**src/rtl/output_cw_stage.sv**
```systemverilog
// Clockwise output stage of a ring router node: merges ring pass-through and PE
// injection traffic into an even/odd output buffer pair that drives the cw link.
module output_cw_stage #(
    parameter int DATA_W  = 64,
    parameter int HOP_LSB = 48,
    parameter int HOP_W   = 8
) (
    input  logic              clk,
    input  logic              reset,
    input  logic              polarity,
    input  logic              ring_req,
    input  logic [DATA_W-1:0] ring_d,
    output logic              ring_gnt,
    input  logic              pe_req,
    input  logic [DATA_W-1:0] pe_d,
    output logic              pe_gnt,
    input  logic              cwro,
    output logic              cwso,
    output logic [DATA_W-1:0] cwdo
);

    logic [DATA_W-1:0] buf_even_q, buf_even_d;
    logic [DATA_W-1:0] buf_odd_q, buf_odd_d;
    logic              full_even_q, full_even_d;
    logic              full_odd_q, full_odd_d;
    logic              rr_q, rr_d;

    logic              full_fill;
    logic              full_drain;
    logic              can_acc;
    logic              grant;
    logic [DATA_W-1:0] win_d;
    logic [DATA_W-1:0] shifted_d;

    // Each accepted packet moves one hop closer: hop field shifts right by one.
    function automatic logic [DATA_W-1:0] shift_hop(input logic [DATA_W-1:0] d);
        logic [DATA_W-1:0] r;
        r = d;
        r[HOP_LSB +: HOP_W] = d[HOP_LSB +: HOP_W] >> 1;
        return r;
    endfunction

    // Polarity 0 fills even / drains odd; polarity 1 is the mirror image.
    always_comb begin
        full_fill  = polarity ? full_odd_q : full_even_q;
        full_drain = polarity ? full_even_q : full_odd_q;
        cwdo       = polarity ? buf_even_q : buf_odd_q;
        cwso       = full_drain & cwro;
        can_acc    = !full_fill;
        ring_gnt   = can_acc & ring_req & (!pe_req | !rr_q);
        pe_gnt     = can_acc & pe_req & (!ring_req | rr_q);
        grant      = ring_gnt | pe_gnt;
        win_d      = ring_gnt ? ring_d : pe_d;
        shifted_d  = shift_hop(win_d);
    end

    always_comb begin
        buf_even_d  = buf_even_q;
        buf_odd_d   = buf_odd_q;
        full_even_d = full_even_q;
        full_odd_d  = full_odd_q;
        rr_d        = rr_q;

        if (cwso) begin
            if (polarity) full_even_d = 1'b0;
            else          full_odd_d  = 1'b0;
        end

        if (grant) begin
            if (polarity) begin
                buf_odd_d  = shifted_d;
                full_odd_d = 1'b1;
            end else begin
                buf_even_d  = shifted_d;
                full_even_d = 1'b1;
            end
            rr_d = ring_gnt;
        end
    end

    always_ff @(posedge clk) begin
        if (!reset) begin
            buf_even_q  <= '0;
            buf_odd_q   <= '0;
            full_even_q <= 1'b0;
            full_odd_q  <= 1'b0;
            rr_q        <= 1'b0;
        end else begin
            buf_even_q  <= buf_even_d;
            buf_odd_q   <= buf_odd_d;
            full_even_q <= full_even_d;
            full_odd_q  <= full_odd_d;
            rr_q        <= rr_d;
        end
    end

endmodule

```
**config.mk**
```make
export PLATFORM = sky130hd
export DESIGN_NAME = output_cw_stage
export DESIGN_NICKNAME = d
export VERILOG_FILES = /design/src/rtl/output_cw_stage.sv
export SDC_FILE = /design/constraint.sdc
export NUM_CORES = 1
export LEC_CHECK = 0
export ABC_CLOCK_PERIOD_IN_PS = 1900
export CAP_MARGIN = 20
export CORE_MARGIN = 10
export CORE_UTILIZATION = 47
export CTS_BUF_LIST = sky130_fd_sc_hd__clkbuf_4 sky130_fd_sc_hd__clkbuf_8 sky130_fd_sc_hd__clkbuf_16
export DETAILED_ROUTE_END_ITERATION = 10
export PLACE_DENSITY = 0.88
export SYNTH_ARGS = -nofsm -noshare
export SYNTH_HDL_FRONTEND = slang
export SYNTH_SLANG_ARGS = --single-unit
```
**constraint.sdc**
```tcl
create_clock -name clk -period 1.9 [get_ports clk]
set_clock_uncertainty 0.15 [all_clocks]
set_input_delay 0.38 -clock clk [delete_from_list [all_inputs] [get_ports clk]]
set_output_delay 0.38 -clock clk [all_outputs]
set_load 0.01 [all_outputs]
```
# After elaboration in Yosys (flattened, before gate mapping)
# Cells that the tools add are included.
[totals]
n_memories = 0
ram_bits = 0
out_inout_bits = 67
ff_bits = 129
elab_cells = 32
latchBits = 0
in_bits = 134
mem_bits_ro = 0
[op_classes]
n_reduce_logical = 6
n_mul = 0
div_mod_pow = 0
shifts = 0
n_addsub = 0
muxes = 12
n_bitwise = 9
n_lt_le_gt_ge = 0
n_eq_ne = 0
[op_table]
columns = ["operator", "n"]
rows = [
  ["$mux W64", 2],
  ["$mux W1", 10],
  ["$and A1 B1 Y1", 5],
  ["$logic_not A1 Y1", 4],
  ["$reduce_and A2 Y1", 2],
  ["$or A1 B1 Y1", 3],
  ["$not A1 Y1", 1],
]

# Logic depth before layout (Yosys ltp)
[logic_depth]
word_depth = 6
ltp_mapped = 6
ltp_nobuf = 3

# Worst setup path before layout
# No wires, ideal clock.
[synth_timing]
path_kind = "input-to-output"
start = "input port polarity"
end = "output port cwdo[25]"
path_slack_ns = 0.080
path_buffers = 3
required_time_ns = 1.370
arrival_ns = 1.290
stages = 4
path_cell_list = "buf_6 -> buf_2 -> buf_2 -> mux2_2"
[synth_between]
elab_chain_cells = 1
[synth_rtl]
columns = ["item", "line", "text"]
rows = [
  ["from (decl)", "10", "input logic polarity,"],
  ["$mux W64", "47", "cwdo = polarity ? buf_even_q : buf_odd_q;"],
  ["to (decl)", "19", "output logic [DATA_W-1:0] cwdo"],
]
# No other way between the ends.

# Worst setup path after layout
[layout_timing]
start = "input port ring_req"
end = "output port ring_gnt"
[layout_between]
elab_chain_cells = 2
[layout_rtl]
columns = ["item", "line", "text"]
rows = [
  ["from (decl)", "11", "input logic ring_req,"],
  ["$and A1 B1 Y1 (2 in series)", "50", "ring_gnt = can_acc & ring_req & (!pe_req | !rr_q);"],
  ["to (decl)", "13", "output logic ring_gnt,"],
]
# No other way between the ends.

==> impl_results.md <==
* Sink Count at 129
* Hold/Removal Path Class: reg -> reg
* CP Depth at 4
* Die height at about 140 µm
* Via count at 6653
* P_leak at 0.00361 µW
* Final setup viols at 0
* Max incr delay on CP at around 470 ps
* CTS tree: yes
* TritonCTS Buffers at 17
* Top delay family on crit path: buffers and inverters
* Slowest cell on crit path: clkdlybuf4s50_1
* Grt total ovfl at 0
* Synth Net Count at between 800 and 900
* Die footprint at 19000 µm²
* Post-CTS Hold Buffers at 0
* Mapped Avg Cell Area at 9.54 µm²
* Cell Area, Synth at about 6500 µm²
* WL per Instance at 22.4 µm
* Register area at about 2600 µm²
* R2r setup slk at approximately 90 ps
* Fmax at 528 MHz
* Clk Latency, worst-skew pair at 420 ps
* Status: finished clean
* Flop and latch count out of synthesis at ~130
* Worst path bufs/invs at 2
* Detailed Route WL at between 20000 and 25000 µm
* Initial DRC count at 515
* Yosys Warn Count at 0
* Port bufs at 197
* Unrepaired setup endpoints after global routing: true
* Pin count of the biggest net entering global routing at between 70 and 80
* Global-route wire length before repair at approximately 36000 µm
* Initial Utilization at 0.474
* Reg2reg path depth at 5
* PD cells at around 840 nW/µm²
* Crit start category: input pin
* # IOs at 201
* Diodes inserted at 0
* Clock buffer depth at 2
* Final Core Density at 0.686
* TNS Setup at 0 ps
* DRC Markers at 0
* CP Cell Sequence: clkdlybuf4s50_1 > a21bo_2 > nor2_4 > buf_2
* Setup slack at placement at -473 ps
* Final Hold Viols at 0
* Critical path required time at 1370 ps
* Min cycle time layout at ~1900 ps
* Layout cells sized above 1 at 0.232
* Core area at around 14000 µm²
* Via density at about 6.3
* # rows at 43
* Sequential element share of the synthesized area at 0.395
* Crit Path Max Fanout at 2
* Post-DP Area at ~8800 µm²
* Routed Antenna Nets at 0
* CP Capture Type: primary output
* Final #Nets at around 1000
* Slew Viols, Final at 0
* TritonRoute pass-1 iters at 5
* Final period util at 0.997
* Max cap viols at 0
* Final setup margin at 4.79 ps
* Antenna violations before repair at 0
* Synth Instances at approximately 700
* H-tree levels at 4
* Routability cong. at a little under 0.8
* CP Data Arrival Time at around 1400 ps
* VDD IR max at 0.632 mV
* Chip width at approximately 140 µm
* Tot GR Track Use at 0.239
* Setup Crit Path Kind: in -> out
* Cell variety after synth at 27
* HPWL Detailed at roughly 15000 µm
* Root Buffer: clkbuf_16
* Area of the multi-input gates at approximately 3500 µm²
* Design area at approximately 9500 µm²
* Vias in the first global route at slightly below 7000
* Area Overhead vs Synth at 44.7%
* CTS clock-pin slew for the worst setup and hold paths at 50 ps
* Fillers at roughly 1100
* Hold Crit Depth at 2
==> cells in the mapped netlist <==
cell type  count  share of area
mux2i_1        1         0.0015
a21boi_4       1         0.0029
nand3_1       26          0.020
nor2_4         1         0.0017
mux2i_4        1         0.0034
inv_1          3         0.0017
nand3_2       37          0.057
clkbuf_1      22          0.013
dfxtp_1      129           0.40
o21ai_0        5         0.0038
buf_2         51          0.039
a21bo_1        1         0.0015
o21a_1         1         0.0011
nor2b_1        1        0.00096
buf_6         11          0.019
or2_1          1        0.00096
a311oi_1     127           0.17
a21oi_1      129          0.099
o21ai_1       59          0.045
mux2_4         1         0.0023
buf_4          6         0.0069
mux2_2        63           0.11
and2_1         2         0.0019
conb_1         1        0.00057
a21boi_0       1         0.0011
nor2_1         2         0.0011
nand2_1        2         0.0011
==> state kept, by name, indices dropped and copies added (netlist names) <==
signal       count
buf_odd_q       63
full_even_q      1
buf_even_q      63
full_odd_q       1
rr_q             1
==> where the power goes <==
part | switching [µW] | total, µW | internal (µW)
clock | 1100 | 2850 | 1750
sequential | 126 | 3090 | 2960
combinational | 1040 | 2030 | 992
==> worst min-delay path: cells and delay by family (launching register included) <==
kind,cells,cell delay (ps)
AO/OA/AOI/OAI,2,160
flip-flops,1,300
==> cell usage in the layout (no fill, tap or decap), drive strengths merged, types with 3 or more instances in the layout <==
cell           count
a21oi            129
a311oi           127
buf               57
clkbuf            30
clkdlybuf4s50    130
clkinv             3
dfxtp            129
dlygate4sd2       61
mux2              64
nand3             63
nor2               3
o21ai             64
==> worst paths after layout <==
| kind | to | start |
|---|---|---|
| setup / recovery | ring_gnt | ring_req |
| hold / removal | buf_odd_q[18]$_SDFFE_PN0P_ | buf_odd_q[18]$_SDFFE_PN0P_ |
| setup reg to reg | buf_odd_q[26]$_SDFFE_PN0P_ | rr_q$_SDFFE_PN0P_ |
| hold reg to reg | buf_odd_q[18]$_SDFFE_PN0P_ | buf_odd_q[18]$_SDFFE_PN0P_ |
==> logic make-up (layout without fill, tap and decap cells) <==
group	after synthesis	count (layout)	share of synthesized area
AO/OA/AOI/OAI	324	324	0.325
buffers and inverters	93	284	0.0793
flip-flops	129	129	0.395
multiplexers	66	66	0.116
other	1	1	0.000574
AND/OR/NAND/NOR	72	72	0.0844
==> per-layer routing <==
metal  wire length (µm)  vias up  global-route usage
met5                  0        -                   0
met4                705        0              0.0962
met3               2350       57              0.0710
met2              11300      343               0.398
met1               9380     3178               0.282
li1                   -     3075                   -
==> what timing repair did <==
item                                    in CTS  in global routing
gates resized for setup                     86                 12
buffers inserted                             1                  2
endpoints found under the setup margin     171                 56
gates cloned                                 3                  3
==> metrics by stage <==
stage          hold slack [ps]  instances  power, µW
2_1_floorplan              339        685       4230
3_3_place_gp               351       1021       5130
3_5_place_dp               358       1021       5180
4_1_cts                    363       1051       7940
5_1_grt                    378       1056       8280
6_report                   361       1056       7960
==> area by class of cell <==
class | count | share of cell area
well taps | 180 | 0.0238
repair buffers | 255 | 0.283
clock inverters | 2 | 0.00106
clock buffers | 24 | 0.0519
multi-input cells | 463 | 0.365
flip-flops and latches | 129 | 0.273
inverters | 3 | 0.00132
Note: power is estimated with default switching activity, not from simulation.
==> variant 1: new RTL, same flow settings <==
`buf_even_q` and `buf_odd_q` no longer have a reset.
--- a/src/rtl/output_cw_stage.sv
+++ b/src/rtl/output_cw_stage.sv
@@ -80,19 +80,20 @@
 
     always_ff @(posedge clk) begin
         if (!reset) begin
-            buf_even_q  <= '0;
-            buf_odd_q   <= '0;
             full_even_q <= 1'b0;
             full_odd_q  <= 1'b0;
             rr_q        <= 1'b0;
         end else begin
-            buf_even_q  <= buf_even_d;
-            buf_odd_q   <= buf_odd_d;
             full_even_q <= full_even_d;
             full_odd_q  <= full_odd_d;
             rr_q        <= rr_d;
         end
     end
 
+    always_ff @(posedge clk) begin
+        buf_even_q <= buf_even_d;
+        buf_odd_q  <= buf_odd_d;
+    end
+
 endmodule
 
Check against the original RTL: not equivalent (Yosys sat finds a counterexample within 4 cycles, from zero or initial values and one cycle with reset low).
==> variant 1 against the unedited design <==
- synthesized area fell by 12%
- total power is 2.4% higher
- wire length fell by 38%
- maximum frequency increased by 1.2%
- count of clock-buffer cells in the layout fell by 2
- worst setup slack gained 0.023 ns
- design area down 6.6%
- via count decreased by 47%
- die area shrank 10%
- first-iteration DRC count is 65% lower
- critical path depth rose by 1
- sequential cell count unchanged
- global-route usage decreased by 7.0 points
- critical endpoint is now cwdo[18]
==> variant 1: results (changes against the unedited design) <==
MAPPEDNETLISTAREA_UM2=5740  # -12%
HOLD_PATH_DEPTH=3  # +1
STATUS='finished clean'
CRITPATHLAUNCH='polarity'
WL_MET3_UM=1220  # -48%
HOLD_SLACK_NS=0.292  # -0.0696 ns
SLOWEST_DELAY_NS=0.32  # -0.15 ns
HP-START='pe_req'
SYNTH_ENABLE_FLOP_CELLS=126  # +126
GLOBALROUTEMET3UTIL=0.0717  # +0.000702
WHS_ENDPOINT='rr_q'
VIA_COUNT_OF_THE_FIRST_GLOBAL_ROUTING_PASS=3979  # -42%
CRIT-REG2REG-CAPTURE='buf_even_q[45]'
M1WIRELENGTH_UM=5250  # -44%
GRT_UTIL_ALL_LAYERS=0.169  # -0.0701
CTS_POST_SETUP_BUFFERS_INSERTED=7  # +6
FINALWEIGHTEDCONGESTION=0.733  # -6.3%
IR_WORST_VDD_mV=0.531  # -16%
YOSYS.CELL_TYPES.COUNT=25  # -7.4%
POST_CTS_RESIZE_COUNT=132  # +53%
CP_DATA_ARRIVAL_TIME_NS=1.34  # -0.03 ns
FIRST_PASS_ITERATION_COUNT_OF_THE_DETAILED_ROUTER=4  # -1
POSTPLACECELLAREA_UM2=8130  # -7.7%
REGTOREGSETUPSLACK_NS=0.04  # -0.05 ns
SYNTH.YOSYS.SEQ_AREA_SHARE=0.669  # +0.274
WIRE_LENGTH_OF_THE_FIRST_GLOBAL_ROUTING_PASS_UM=21600  # -40%
YOSYS-TOP-CELLS-AREA='sky130_fd_sc_hd__edfxtp_1 66%, sky130_fd_sc_hd__mux2_4 15%, sky130_fd_sc_hd__mux2_2 13%'
POST_SYNTHESIS_COMPOUND_GATE_AREA_FRACTION=0.00610  # -0.319
VIA_COUNT=3531  # -47%
POST-PLACE-WS_NS=-0.327  # +0.146 ns
POWER_REPORT.INTERNAL_TOTAL_mW=6.40  # +12%
PLACE.DETAILED.INSTANCES=652  # -36%
YOSYS_MOST_USED_DFF='sky130_fd_sc_hd__edfxtp_1'
NNETSFINAL=672  # -33%
SYN_AVG_CELL_AREA_UM2=19.7  # +110%
STDCELL_COUNT=698  # -34%
DP.FINAL_HPWL_UM=10500  # -31%
[variant 1: changes by cell type in the layout (fill, tap and decap cells not counted), sizes merged, moves of 7 or more]
cell           unedited run  this run
a21oi                   129         0
a311oi                  127         0
buf                      57        64
clkbuf                   30        23
clkdlybuf4s15             1        19
dfxtp                   129         3
dlygate4sd2              61        30
edfxtp                    0       126
mux2                     64       126
nand3                    63         1
o21ai                    64         1
[variant 1: power groups by stage]
| stage | sequential (mW) | combinational (mW) | clock, mW |
|---|---|---|---|
| floorplan | 3.51 | 0.675 | 0 |
| global placement | 3.50 | 1.38 | 0 |
| detailed placement | 3.52 | 1.43 | 0 |
| CTS | 3.47 | 1.39 | 3.34 |
| global route | 3.48 | 1.47 | 3.49 |
| finish | 3.47 | 1.38 | 3.31 |
[variant 1: cell type report]
class / count / area [µm²]
clock buffer: 22 / 469
multi-input combinational: 145 / 1820
clock inverter: 10 / 136
sequential: 129 / 3850
tap: 147 / 184
fill: 759 / 3190
inverter: 2 / 7.51
timing repair buffer: 243 / 2370
==> variant 2: new RTL, same flow settings <==
Without the edit above. Reset style: asynchronous (`reset`), changed in one clocked block.
--- a/src/rtl/output_cw_stage.sv
+++ b/src/rtl/output_cw_stage.sv
@@ -78,7 +78,7 @@
         end
     end
 
-    always_ff @(posedge clk) begin
+    always_ff @(posedge clk or negedge reset) begin
         if (!reset) begin
             buf_even_q  <= '0;
             buf_odd_q   <= '0;
Behaviour: differs if reset is asserted again (counterexample within 4 cycles, from zero or initial values and one cycle with reset low); with reset held inactive, the same outputs for 4 cycles.
==> variant 2 against the unedited design <==
- worst setup slack lost 0.0066 ns
- total power increased by 42%
- critical endpoint is now pe_gnt
- the run now ends with setup timing left
- combinational power up 84%
- largest power group unchanged
- critical path depth decreased by 1
- sequential cell count unchanged
- wire length fell by 6.1%
- design area up 0.85%
- count of clock-buffer cells in the layout down 5
- synthesized area is 0.48% higher
- largest cell class is now flip-flops and latches
- via count decreased by 1.6%
==> variant 2: results (changes against the unedited design) <==
SLOWEST_DELAY_NS=0.38  # -0.09 ns
NNETSFINAL=978  # -2.5%
SYNTH-WARNING-COUNT=0  # unchanged
GR-USAGE-MET1=0.263  # -0.0185
GLOBAL_ROUTE.USAGE.MET2=0.371  # -0.0276
CP_TOP_FAMILY='flip-flops'
REG2REGPATHDEPTH=4  # -1
VIA_COUNT_OF_THE_FIRST_GLOBAL_ROUTING_PASS=6698  # -2.9%
WORST_SETUP_HOLD_PATH_CLK_SLEW_NS=0.06
PLACEMENT.IO_BUFFERS=197  # unchanged
SETUP_VIOL=1  # +1
YOSYS.CELL_TYPES.COUNT=27  # unchanged
SYN_NETS=801  # -2.2%
HOLD_PATH_DEPTH=3  # +1
WORSTSKEWPAIRLATENCY_NS=0.42  # about the same
VIOLATED_CHECKS='setup timing'
VIA_COUNT=6547  # -1.6%
YOSYS-TOP-CELLS-AREA='sky130_fd_sc_hd__dfrtp_1 49%, sky130_fd_sc_hd__a31oi_1 12%, sky130_fd_sc_hd__mux2_2 11%'
P_LEAK_nW=3.64  # +0.93%
DRT-WIRELENGTH-PER-CELL_UM=21.4  # -4.4%
FINAL_CRITICAL_PATH_SETUP_SLACK_NS=-0.00181  # -0.00660 ns
STATUS='complete, but fails checks'
CTS.ROOT.BUFFER_CELL='sky130_fd_sc_hd__clkbuf_16'
NUMCTSBUFFERS=17  # unchanged
GRT_UTIL_ALL_LAYERS=0.226  # -0.0127
DP.FINAL_HPWL_UM=14500  # -4.1%
DIODES=0  # unchanged
WIRE_LENGTH_OF_THE_FIRST_GLOBAL_ROUTING_PASS_UM=35600  # -1.9%
YOSYS_MOST_USED_DFF='sky130_fd_sc_hd__dfrtp_1'
POST_ROUTE_CELLS_DRIVE_ABOVE_1_SHARE=0.177  # -0.0544
FIN_TNS_SETUP_NS=-0.00181  # -0.00181 ns
ASYNC_FLOP_SHARE=1.00  # +1.00
FINALWEIGHTEDCONGESTION=0.818  # +4.7%
YOSYS-TOP-CELLS-COUNT='129 x sky130_fd_sc_hd__dfrtp_1, 126 x sky130_fd_sc_hd__a21oi_1, 126 x sky130_fd_sc_hd__a31oi_1'
WORST_HOLD_PATH_TYPE='in -> reg'
TIMING.MAX_SLEW.REL_SLACK=0.628
HTREEDEPTH=4  # unchanged
INITIALDRTVIOLATIONCOUNT=602  # +17%
GLOBALROUTEMET3UTIL=0.0606  # -0.0104
CTS.PATH.MAX_BUFFERS=2  # unchanged
FILLCELLCOUNT=1016  # -8.0%
CRIT_FANOUT=4  # +2
IR_WORST_VDD_mV=0.702  # +11%
SLOWEST_CELL_ON_THE_CRITICAL_PATH='sky130_fd_sc_hd__dfrtp_1'
FIRST_PASS_ITERATION_COUNT_OF_THE_DETAILED_ROUTER=5  # unchanged
GRT_START_MAX_NET_PINS=76  # +7.0%
SYNTH.YOSYS.SEQ_AREA_SHARE=0.492  # +0.0964
## variant 2: cell types whose count changed in the layout (fill, tap and decap cells not counted), moves of 32 or more
cell,delta
sky130_fd_sc_hd__clkdlybuf4s15_1,+57
sky130_fd_sc_hd__o21ai_0,+32
sky130_fd_sc_hd__dlygate4sd2_1,-60
sky130_fd_sc_hd__dfrtp_1,+129
sky130_fd_sc_hd__dfxtp_1,-127
sky130_fd_sc_hd__a31oi_1,+126
sky130_fd_sc_hd__nand3_2,-37
sky130_fd_sc_hd__a311oi_1,-127
sky130_fd_sc_hd__nand3_1,+37
## variant 2: cell families (layout without fill, tap and decap cells)
| kind of cell | Yosys count | count (layout) | share of synthesized area |
|---|---|---|---|
| AO/OA/AOI/OAI | 321 | 321 | 0.272 |
| buffers and inverters | 78 | 268 | 0.0642 |
| flip-flops | 129 | 129 | 0.492 |
| multiplexers | 66 | 66 | 0.115 |
| other | 1 | 1 | 0.000571 |
| AND/OR/NAND/NOR | 72 | 72 | 0.0568 |
## variant 2: stage by stage
step | util | instance area [µm²] | std cells | setup slack (ns)
after floorplan | - | 6570 | 667 | 0.00172
after global placement | 0.640 | 8810 | 1001 | -0.424
after detailed placement | 0.640 | 8810 | 1001 | -0.425
after CTS | 0.690 | 9500 | 1036 | -0.000444
after global routing | 0.692 | 9530 | 1037 | -0.0390
final | 0.692 | 9530 | 1037 | -0.00181
## variant 2: path summary, 6_finish.rpt
| kind | from | end | slack (ns) |
|---|---|---|---|
| worst max-delay path | full_even_q | pe_gnt | -0.002 |
| worst min-delay path | polarity | full_even_q | 0.24 |
| worst max register to register | full_even_q | buf_even_q[44] | 0.09 |
| worst min register to register | buf_even_q[0] | buf_even_q[0] | 0.39 |
| max in group asynchronous | reset | buf_odd_q[19] | 0.82 |
| min in group asynchronous | reset | buf_odd_q[52] | 0.40 |
## variant 2: area by class of cell
cell class              count  area share
flip-flops and latches    129       0.339
clock buffers              19      0.0475
clock inverters            13      0.0219
well taps                 180      0.0236
multi-input cells         460       0.309
inverters                   2    0.000787
repair buffers            234       0.259
## variant 2: report_power, final
| part | switching (mW) | total, mW | internal (mW) |
|---|---|---|---|
| clock | 1.24 | 3.64 | 2.40 |
| combinational | 1.91 | 3.73 | 1.83 |
| sequential | 0.408 | 3.97 | 3.56 |
| total | 3.56 | 11.3 | 7.78 |
## variant 2: what timing repair did
item / in CTS / in global routing
endpoints found under the setup margin: 66 / 46
gates cloned: 2 / 0
endpoints found under the hold margin: 129 / 0
buffers inserted: 0 / 1
gates resized for setup: 108 / 44
pin swaps: 1 / 0
hold buffers: 1 / 0
## variant 2: routing by layer
layer | vias to the layer above | wire, µm
met2 | 374 | 10900
met4 | 0 | 998
met1 | 3202 | 8430
met3 | 71 | 1940
li1 | 2900 | -
met5 | - | 0
